## src/rtl/regfile_dump_ctrl.sv

```systemverilog
// Borrows the register-file rs port to stream every register out over valid/ready after a fixed halt/drain window.
// Latency: first word DRAIN_CYCLES+2 cycles after the request, then one word per 2 cycles; a stalled word holds until ready.
module regfile_dump_ctrl #(
  parameter int NUM_REGS     = 32,
  parameter int ADDR_W       = 5,
  parameter int DATA_W       = 32,
  parameter int DRAIN_CYCLES = 4
) (
  input  logic              i_clk,
  input  logic              i_reset,
  input  logic              i_dump_req,
  input  logic [ADDR_W-1:0] i_id_rs,
  input  logic [DATA_W-1:0] i_rf_data_1,
  input  logic              i_dump_ready,
  output logic [ADDR_W-1:0] o_rf_rs,
  output logic              o_halt,
  output logic              o_busy,
  output logic              o_dump_valid,
  output logic [DATA_W-1:0] o_dump_data,
  output logic [ADDR_W-1:0] o_dump_idx,
  output logic              o_dump_done
);

  localparam int CNT_W = (DRAIN_CYCLES > 1) ? $clog2(DRAIN_CYCLES) : 1;
  localparam logic [CNT_W-1:0]  DRAIN_LOAD = CNT_W'(DRAIN_CYCLES - 1);
  localparam logic [ADDR_W-1:0] LAST_IDX   = ADDR_W'(NUM_REGS - 1);

  typedef enum logic [2:0] {
    IDLE,
    DRAIN,
    READ,
    SEND,
    DONE
  } state_t;

  state_t            state;
  logic [ADDR_W-1:0] idx;
  logic [CNT_W-1:0]  drain_cnt;

  // Port ownership follows the state directly so an async reset hands rs back to the pipeline at once.
  assign o_rf_rs = (state == READ || state == SEND) ? idx : i_id_rs;

  always_ff @(posedge i_clk or negedge i_reset) begin
    if (!i_reset) begin
      state        <= IDLE;
      idx          <= '0;
      drain_cnt    <= '0;
      o_halt       <= 1'b0;
      o_busy       <= 1'b0;
      o_dump_valid <= 1'b0;
      o_dump_data  <= '0;
      o_dump_idx   <= '0;
      o_dump_done  <= 1'b0;
    end else begin
      o_dump_done <= 1'b0;
      case (state)
        IDLE: begin
          if (i_dump_req) begin
            state     <= DRAIN;
            drain_cnt <= DRAIN_LOAD;
            idx       <= '0;
            o_halt    <= 1'b1;
            o_busy    <= 1'b1;
          end
        end
        DRAIN: begin
          if (drain_cnt == '0) begin
            state <= READ;
          end else begin
            drain_cnt <= drain_cnt - CNT_W'(1);
          end
        end
        READ: begin
          o_dump_data  <= i_rf_data_1;
          o_dump_idx   <= idx;
          o_dump_valid <= 1'b1;
          state        <= SEND;
        end
        SEND: begin
          if (i_dump_ready) begin
            o_dump_valid <= 1'b0;
            if (idx == LAST_IDX) begin
              state       <= DONE;
              o_halt      <= 1'b0;
              o_dump_done <= 1'b1;
            end else begin
              idx   <= idx + ADDR_W'(1);
              state <= READ;
            end
          end
        end
        DONE: begin
          o_busy <= 1'b0;
          idx    <= '0;
          state  <= IDLE;
        end
        default: state <= IDLE;
      endcase
    end
  end

endmodule

```

## config.mk

```make
export PLATFORM = sky130hd
export DESIGN_NAME = regfile_dump_ctrl
export DESIGN_NICKNAME = d
export VERILOG_FILES = /design/src/rtl/regfile_dump_ctrl.sv
export SDC_FILE = /design/constraint.sdc
export NUM_CORES = 1
export LEC_CHECK = 0
export ABC_AREA = 1
export ABC_CLOCK_PERIOD_IN_PS = 3400
export BUFFER_PORTS_ARGS = -buffer_cell sky130_fd_sc_hd__buf_4
export CAP_MARGIN = 5
export CORE_AREA = 2 2 70 72
export CTS_CLUSTER_SIZE = 16
export DETAILED_ROUTE_END_ITERATION = 16
export DIE_AREA = 0 0 72 74
export PLACE_DENSITY = 0.87
export SLEW_MARGIN = 20
export SYNTH_ARGS = -nofsm -noshare
export SYNTH_HDL_FRONTEND = slang
export SYNTH_SLANG_ARGS = --single-unit
```

## constraint.sdc

```tcl
create_clock -name i_clk -period 3.4 [get_ports i_clk]
set_clock_uncertainty 0.15 [all_clocks]
set_input_delay 0.17 -clock i_clk [delete_from_list [all_inputs] [get_ports i_clk]]
set_output_delay 0.17 -clock i_clk [all_outputs]
set_load 0.01 [all_outputs]
```

# Word-level counts from Yosys, hierarchy flattened
# Index checks and enable logic that the tools add are counted.
# word_totals
reg_bits	51
input_bits	41
elab_cells	59
# op_classes
add_sub_neg	2
n_eq_ne	11
mux	23
reduce_logical	14
# op_table
cell	n
$mux 5	4
$pmux 5 s3	1
$mux 3	4
$pmux 3 s4	1
$ne 2x2->1 const B	5
$reduce_and 4->1	2
$reduce_bool 2->1	4
$mux 1	7
$eq 3x2->1 const B	2
$pmux 1 s2	3
$reduce_and 3->1	2
$add 5x1->5 const B	1
$eq 5x5->1 const B	1
$mux 2	2
$pmux 2 s2	1
$reduce_and 2->1	2
$eq 3x1->1 const B	1
$eq 3x3->1 const B	1
$logic_not 3->1	1
$reduce_bool 3->1	1
$logic_not 2->1	1
$ne 2x1->1 const B	1
$sub 2x1->2 const B	1
$logic_or 1x1->1	1

# Depth between registers and ports, before layout
# Gate-level depths: netlist of run 1.
# logic_depth
depth_word	4
depth_mapped	10

# Least setup slack after synthesis of run 1
# Ideal clock, no wire load.
# synth_timing
path_type	register -> register
start	register idx[0]
end	register idx[0]
setup_time_ns	0.117
t_arrival_ns	1.312
slack_ns	1.821
path_stages_with_launch	11
n_path_buf	0
synth_period_minus_slack_ns	1.579
cell_sequence	dfrtp_1 ha_1 nand2_1 nor2_1 ha_1 inv_1 nand2_1 nand2_1 nand3_1 nand2_1 nand2_1
# synth_between
elab_chain_cells	4
word_cells_on_any_way	7
# synth_rtl
item	line_no	text
start, declared	37	logic [ADDR_W-1:0] idx;
start signal, assigned	87	idx <= idx + ADDR_W'(1);
$add 5x1->5	87	
$mux 5	82	if (idx == LAST_IDX) begin
$mux 5	80	if (i_dump_ready) begin
$pmux 5 s3	56	case (state)
# Several ways; a longest one is shown, not always the timed one. The select of a mux whose other input is x is not followed.
# A chain may end at the register's enable or synchronous reset.

# Final worst setup path of run 1
# layout_timing
start	register state[0]
end	output o_rf_rs[2]
# layout_between
elab_chain_cells	3
word_cells_on_any_way	4
# layout_rtl
item	line_no	text
start, declared	36	state_t state;
start signal, assigned	45	state <= IDLE;
start signal, assigned	59	state <= DRAIN;
start signal, assigned	68	state <= READ;
$eq 3x2->1	41	assign o_rf_rs = (state == READ || state == SEND) ? idx : i_id_rs;
$logic_or 1x1->1 (*)	41	
$mux 5 (*)	41	
end, declared	15	output logic [ADDR_W-1:0] o_rf_rs,
# Every way passes the cells marked *; elsewhere a longest branch is shown, timed or not.

==> results of run 1 <==
-- cell usage after synthesis --
| cell type | number | area, µm² |
|---|---|---|
| nor2_1 | 15 | 56.3 |
| inv_1 | 17 | 63.8 |
| o21ai_0 | 10 | 50.1 |
| a21oi_1 | 6 | 30.0 |
| mux2_4 | 28 | 420 |
| nand3_2 | 1 | 10.0 |
| nand2_4 | 2 | 22.5 |
| nand2_1 | 47 | 176 |
| nor3b_1 | 1 | 7.51 |
| nand3_1 | 7 | 35.0 |
| nand2_2 | 1 | 6.26 |
| nor2_4 | 3 | 33.8 |
| buf_6 | 3 | 33.8 |
| nor3_1 | 1 | 5.00 |
| buf_2 | 1 | 5.00 |
| ha_1 | 4 | 50.1 |
| nand4_1 | 1 | 6.26 |
| dfrtp_1 | 51 | 1280 |
| o211ai_1 | 1 | 7.51 |
| mux2_2 | 4 | 45.0 |
-- layout make-up --
cell class              count  area [µm²]
clock buffers               5        68.8
clock inverters             2        37.5
fillers                   226        1150
inverters                  17        63.8
multi-input cells         132         962
flip-flops and latches     51        1280
well taps                  54        67.6
repair buffers            119         976
-- sequential cells by signal, summed over array words and instances (netlist names) --
name,flops
state,3
o_dump_done,1
drain_cnt,2
o_dump_idx,5
o_halt,1
o_dump_valid,1
o_busy,1
o_dump_data,32
idx,5
-- cells by family (layout without fill, tap and decap cells) --
family / after synthesis / count (layout) / synth area share
and+or+nand+nor: 79 / 79 / 0.153
DFF: 51 / 51 / 0.545
muxes: 32 / 32 / 0.199
buffers and inverters: 21 / 143 / 0.0438
AOI/OAI and AO/OA: 17 / 17 / 0.0374
adders and majority gates: 4 / 4 / 0.0214
-- power by group --
group | internal, mW | switching (mW)
Sequential | 0.863 | 0.219
Combinational | 0.885 | 0.836
Clock | 0.216 | 0.226
Total | 1.96 | 1.28
-- metal layers --
metal	wire length, µm	GRT usage	up-vias
li1	-	-	903
met1	2980	0.399	1045
met2	3780	0.515	152
met3	819	0.0610	28
met4	259	0.103	0
met5	0	0	-
-- repair_timing --
action,CTS,global route
buffers inserted,0,0
hold endpoints to repair,83,0
hold buffers,33,0
-- critical path: stages, from the launching register on --
cell     delay [ns]
dfrtp_1        0.48
nor2_4         0.23
nand2_4        0.41
nand2_4        0.29
nor2_1         0.08
a21oi_1        0.14
buf_4          0.15
-- stage by stage --
step	setup slack [ns]	instance area (µm²)	hold slack (ns)
6_report	0.960	3450	0.0280
5_1_grt	0.866	3450	0.0425
4_1_cts	1.08	3450	0.0378
3_5_place_dp	1.42	3020	0.0791
3_3_place_gp	1.50	3020	0.0727
2_1_floorplan	1.82	2340	-0.276
-- path summary, 6_finish.rpt --
| check | depth (start not counted) | slack (ns) | start | end |
|---|---|---|---|---|
| min in group asynchronous | 2 | 0.26 | i_reset | o_dump_data[29] |
| setup reg to reg | 10 | 1.48 | idx[0] | idx[4] |
| hold / removal | 3 | 0.03 | i_dump_req | o_halt |
| hold reg to reg | 2 | 0.33 | drain_cnt[1] | drain_cnt[1] |
| setup / recovery | 6 | 0.96 | state[0] | o_rf_rs[2] |
| max in group asynchronous | 2 | 2.38 | i_reset | o_dump_idx[4] |
==> metrics.txt, run 1 <==
CTS max path bufs 2; Hold/Removal Path Class in -> reg; vias in the first global route 2107; # rows 25; drt initial violations 176; Die ar. 0.00533 mm²; CP endpoint kind primary output; worst-margin pin slew 0.712 ns; Ant. Diodes 0; Max Fanout on Critical Path 44; Die W 72 µm; largest net degree at the start of global routing 52; Core Region 0.00460 mm²; post-synthesis cell area 0.00234 mm²; CP Class reg -> out; Starting Density 0.509; min cycle time layout 2.44 ns; post-synth cell types 20; layout cells sized above 1 0.405; CTS tree yes; final wirelength 7.85 mm; gr ovfl total 0; max-capacitance violation count 0; Vias per Instance 5.60; Root Driver clkbuf_8; TNS Setup 0 ns; I/O Buffers 86; startpoint type of the worst setup path flip-flop; Synthesis Warnings 0; final RePlAce weighted congestion 0.908; endpoints failing hold 0; CTS Buf Count 5; CTS H-tree lvls 2; Seq cells post-synth 51; Crit path arrival time 2.12 ns; Post-DP HPWL 4.01 mm; Syn Nets 249; most common cell after layout, fill and taps aside buf_4; Syn Area/Cell 11.5 µm²; Ports 87; commonest cells after routing, fill and taps aside buf_4 (86), dfrtp_1 (51), nand2_1 (47); first-pass GRT wire length 11.8 mm; First-pass DRT Iterations 7; RSZ-0062 raised after global routing no; Mapped Cells 204; via count 2128; cts repair resizes 0; total leakage power 1.80 nW; antenna violations before repair 0; peak supply drop 0.000423 V; Core Util, Final 0.751; PD cells 940 mW/mm²; die height 74 µm; clock net sink count 51; final slew viol count 0; status complete, no violations; power consumption 3.25 mW; Period Utilization, post-route 0.718; total track usage 0.305; sequential share of the synthesized area 0.545; layout net count 371; # DRC 0; DP Cell Count 340; fmax 410 MHz; Area Overhead vs Synth 47.5%; Worst EP required 3.08 ns; Post-DRT Antenna Nets 0; Final Setup Violations 0; Clk Latency, worst-skew pair 0.31 ns; post-DR wirelength/cell 20.7 µm; worst rel slew slack 0.525; Worst-path clk slew 0.09 ns; Final Non-Filler Cells 380
No activity file was read; power rests on OpenSTA's default activity.
==> run 2: changes to the inputs <==
Settings changed: ABC_CLOCK_PERIOD_IN_PS 3400 to 2150, CORE_AREA 2 2 70 72 to 2 2 76 78, DIE_AREA 0 0 72 74 to 0 0 78 80, PLACE_DENSITY 0.87 to 0.78.
Clock period 3.4 ns to 2.15 ns, I/O delays scaled along.
==> run 2 against run 1 <==
Against the previous run: first-iteration DRC count fell by 36%; critical endpoint is now o_rf_rs[0]; worst setup slack got worse by 0.78 ns; critical path depth did not move; global-route usage fell by 9.8 points; final area rose by 1.7%.
==> metrics.txt, run 2 (synthesized netlist as in run 1, its figures left out) <==
Largest regs o_dump_data (32), idx (5), o_dump_idx (5); CTS tree yes; Die ar. 0.00624 mm²; final RePlAce weighted congestion 0.841; min cycle time layout 1.97 ns; largest reg by FF count o_dump_data; vias in the first global route 1947; Largest register FFs 32; worst rel slew slack 0.569; die height 80 µm; clock net sink count 51; worst-margin pin slew 0.647 ns; # DRC 0; commonest cells after routing, fill and taps aside buf_4 (88), dfrtp_1 (51), nand2_1 (47); GR Util met1 0.274; slowest stage cell, crit path dfrtp_1; total track usage 0.207; final wirelength 6.39 mm; Final Non-Filler Cells 402; met2 Resource Use GR 0.362; CTS max path bufs 2; Final Setup Violations 0; CTS H-tree lvls 2; # Post-CTS Setup Buffers 0; WP buf/inv 1; Most common cell on crit path nand2_4; # rows 27; worst reg2reg endpoint o_dump_data[23]; Vias per Instance 4.80; cts repair resizes 0; startpoint type of the worst setup path flip-flop; Hold/Removal Path Class in -> async; slowest stage delay, CP 0.48 ns; met3 Use GR 0.0396; Clk Latency, worst-skew pair 0.29 ns; Core Region 0.00541 mm²; CP Class reg -> out; antenna violations before repair 0; gr busiest metal met2; First-pass DRT Iterations 4; fillers 370; Top delay family on crit path simple AND/OR/NAND/NOR gates; most common cell after layout, fill and taps aside buf_4; Period Utilization, post-route 0.917; status complete, no violations; final slew viol count 0; Crit path arrival time 1.71 ns; gr ovfl total 0; post-DR wirelength/cell 15.9 µm; max-capacitance violation count 0; R2R setup slack 0.34 ns; Post-DRT Antenna Nets 0; Max Fanout on Critical Path 22; layout cells sized above 1 0.406; drt initial violations 112; endpoints failing hold 0; total leakage power 1.82 nW; via count 1931; largest net degree at the start of global routing 52; layout net count 375; TNS Setup 0 ns; Post-DP HPWL 3.92 mm; CP endpoint kind primary output; Worst EP required 1.89 ns; PD cells 1410 mW/mm²; peak supply drop 0.000665 V; Core Util, Final 0.649; DP Cell Count 360; dpl ws 0.372 ns; Die W 78 µm; Worst-path clk slew 0.09 ns; RSZ-0062 raised after global routing no; Root Driver clkbuf_8; first-pass GRT wire length 10.1 mm; I/O Buffers 86; reg-to-reg startpoint state[2]; Worst R2R Path Depth 4; Starting Density 0.433; setup ws final 0.178 ns; CTS Buf Count 5; worst-path cell chain nor2_4 -> nand2_4 -> nand2_4 -> nor2_1 -> a21oi_1 -> buf_4; Ports 87; Ant. Diodes 0; fmax 507 MHz; Area Overhead vs Synth 49.9%
[run 2: cell types whose count changed in the layout (fill, tap and decap cells not counted), sizes merged]
cell         change
buf              +2
dlygate4sd3      +2
[run 2: layout make-up]
cell class / count / area, µm² / share of cell area
Clock buffer: 5 / 68.8 / 0.0196
Tap cell: 72 / 90.1 / 0.0257
Timing Repair Buffer: 123 / 1010 / 0.288
Multi-Input combinational cell: 132 / 962 / 0.274
Sequential cell: 51 / 1280 / 0.364
Clock inverter: 2 / 37.5 / 0.0107
Inverter: 17 / 63.8 / 0.0182
[run 2: what timing repair did]
item | in CTS | in global routing
hold buffers | 35 | 0
setup endpoints to repair | 0 | 0
endpoints found under the hold margin | 86 | 0
[run 2: worst max-delay path by stage]
stage,end,slack [ns],from,depth (start not counted)
floorplan,idx[0],0.57,idx[0],10
global placement,o_dump_data[0],0.42,state[2],4
detailed placement,o_dump_data[0],0.37,state[2],4
CTS,o_rf_rs[4],0.16,state[0],6
global route,o_rf_rs[4],0.03,state[2],6
finish,o_rf_rs[0],0.18,state[2],6
[run 2: per-stage QoR]
stage / hold WS [ns] / cell area [µm²] / total power, mW
global route: 0.280 / 3510 / 5.20
CTS: 0.245 / 3510 / 4.88
finish: 0.222 / 3510 / 4.93
floorplan: -0.338 / 2340 / 3.21
detailed placement: 0.0221 / 3050 / 4.17
global placement: 0.0177 / 3050 / 4.08
[run 2: routing by layer]
| layer | wire length [µm] | share of wire |
|---|---|---|
| met1 | 2830 | 0.44 |
| met2 | 3130 | 0.49 |
| met3 | 380 | 0.059 |
| met4 | 56 | 0.0088 |
| met5 | 0 | 0 |
[run 2: power by group]
group / leakage, nW / total, mW / switching, mW / internal, mW
combinational: 1.15 / 2.63 / 1.22 / 1.41
clock: 0.0502 / 0.641 / 0.300 / 0.340
sequential: 0.618 / 1.66 / 0.293 / 1.37
==> run 3: changes to the inputs <==
Settings changed: ABC_AREA 1 to unset, CORE_AREA 2 2 76 78 to 2 2 75 77, CTS_CLUSTER_DIAMETER set to 50, DIE_AREA 0 0 78 80 to 0 0 77 79.
==> run 3 against run 2 <==
Against the previous run: hold slack got worse by 0.014 ns; first-iteration DRC count is 46% lower; final cell count fell by 10%; critical path type is now reg -> reg; non-clock buffer count stayed put; register-to-register slack got worse by 0.18 ns; sequential power is 5% higher; routed wire length down 25%; sequential share of layout area increased by 1.2 points; core utilization fell by 1.2 points; area after synthesis decreased by 5.2%; flip-flop and latch count did not move; die area is 2.5% lower.
==> metrics.txt, run 3 <==
Mapped Cells 165; Die W 77 µm; layout cells sized above 1 0.484; most frequent cells after synthesis dfrtp_1 (51), mux2_2 (37), inv_1 (11); status complete, no violations; drt initial violations 61; CTS H-tree lvls 2; post-synthesis cell area 0.00222 mm²; count leader, synth dfrtp_1; cell taking the most area after synthesis dfrtp_1; Area Overhead vs Synth 53.2%; first-pass GRT wire length 7.85 mm; post-synth cell types 33; Core Util, Final 0.637; Clk Latency, worst-skew pair 0.29 ns; PD cells 1400 mW/mm²; Worst R2R Path Depth 7; CTS Buf Count 5; reg-to-reg startpoint idx[0]; sequential share of the synthesized area 0.575; CTS max path bufs 2; power consumption 4.77 mW; Vias per Instance 4.70; Reg area 0.00128 mm²; Root Driver clkbuf_8; Starting Density 0.416; Worst-path clk slew 0.09 ns; startpoint type of the worst setup path flip-flop; RSZ-0062 raised after global routing no; I/O Buffers 86; largest reg by FF count o_dump_data; max-capacitance violation count 0; Core Region 0.00534 mm²; Post-DRT Antenna Nets 0; CP Class reg -> reg; Final Non-Filler Cells 361; fmax 502 MHz; most common cell after layout, fill and taps aside buf_4; total track usage 0.160; Syn Area/Cell 13.4 µm²; min cycle time layout 1.99 ns; largest net degree at the start of global routing 52; commonest cells after routing, fill and taps aside buf_4 (87), dfrtp_1 (51), mux2_2 (37); vias in the first global route 1718; Ports 87; Post-DP HPWL 2.98 mm; R2R setup slack 0.16 ns; Synthesis Warnings 0; worst rel slew slack 0.579; top post-synthesis cells by area dfrtp_1 (58%), mux2_2 (19%), ha_1 (2.3%); peak supply drop 0.000659 V; Crit path arrival time 2.06 ns; Yosys top cell area share 0.575; Syn Nets 210; worst reg2reg endpoint idx[3]; post-DR wirelength/cell 13.3 µm; First-pass DRT Iterations 4; EDFF count, synth 0; multi-input logic area 851 µm²; total leakage power 1.61 nW; Hold/Removal Path Class in -> async; die height 79 µm; Seq cells post-synth 51; Largest register FFs 32; DP Cell Count 318; Die ar. 0.00608 mm²; TNS Setup 0 ns; Worst EP required 2.22 ns; via count 1695; setup ws final 0.157 ns; top_reg_cell synth dfrtp_1; CTS tree yes; antenna violations before repair 0; Largest regs o_dump_data (32), idx (5), o_dump_idx (5); Period Utilization, post-route 0.927; CP endpoint kind flip-flop; final wirelength 4.79 mm; clock net sink count 51; asr flop ratio synth 1.00; dpl ws 0.189 ns; fillers 414; Ant. Diodes 0; endpoints failing hold 0; final RePlAce weighted congestion 0.749; # rows 27; Final Setup Violations 0; # DRC 0; gr ovfl total 0; layout net count 333; final slew viol count 0; worst-margin pin slew 0.631 ns; Max Fanout on Critical Path 5
[run 3: cell count changes in the layout (fill, tap and decap cells not counted), sizes merged, moves of 3 or more]
cell   delta
mux2      +6
nor2     -12
nor3      +3
nand3     -6
nand2    -40
inv       -6
[run 3: worst max path at each step]
stage	start	endpoint	slack (ns)
2_1_floorplan	idx[0]	idx[3]	0.29
3_5_place_dp	idx[0]	idx[3]	0.19
5_1_grt	idx[0]	idx[3]	0.04
6_report	idx[0]	idx[3]	0.16
3_3_place_gp	idx[0]	idx[3]	0.24
4_1_cts	idx[0]	idx[3]	0.16
[run 3: where the power goes]
group	internal, mW	leakage (nW)	switching (mW)
sequential	1.42	0.597	0.321
combinational	1.36	0.948	0.989
clock	0.377	0.0612	0.301
total	3.16	1.61	1.61
[run 3: cell type report]
class | instances | share of cell area
repair buffers | 123 | 0.301
well taps | 72 | 0.0265
inverters | 11 | 0.0121
flip-flops and latches | 51 | 0.375
clock inverters | 2 | 0.0103
clock buffers | 6 | 0.0243
multi-input cells | 96 | 0.250
[run 3: kinds of logic after synthesis]
| family | Yosys count | synth area share |
|---|---|---|
| AO/OA/AOI/OAI | 21 | 0.0711 |
| adder cells (fa/ha/maj) | 4 | 0.0226 |
| buffers and inverters | 18 | 0.0412 |
| flip-flops | 51 | 0.575 |
| multiplexers | 40 | 0.202 |
| AND/OR/NAND/NOR | 31 | 0.0880 |
[run 3: stage by stage]
| stage | area (µm²) | hold slack (ns) |
|---|---|---|
| finish | 3400 | 0.208 |
| global route | 3400 | 0.258 |
| CTS | 3400 | 0.252 |
| detailed placement | 2930 | 0.0265 |
| global placement | 2930 | 0.0219 |
| floorplan | 2220 | -0.338 |
[run 3: what timing repair did]
item,CTS,global route
gates resized for setup,0,0
endpoints found under the hold margin,88,0
buffers inserted,0,0
hold buffers,35,0
[run 3: worst max-delay path, cell delays in order, from the launching register on]
cell and delay (ns):
dfrtp_1 0.42, ha_1 0.20, inv_1 0.08, nor3_1 0.07
ha_1 0.19, nand2b_1 0.22, or4_4 0.50, o211ai_2 0.08
[run 3: routing by layer]
layer	global-route usage	vias to the layer above	share of wire	wire length [µm]
met5	0	-	0	0
met4	0.0500	0	0.0031	15
met3	0.0420	2	0.054	258
met2	0.275	58	0.47	2260
met1	0.199	811	0.47	2260
li1	-	824	-	-
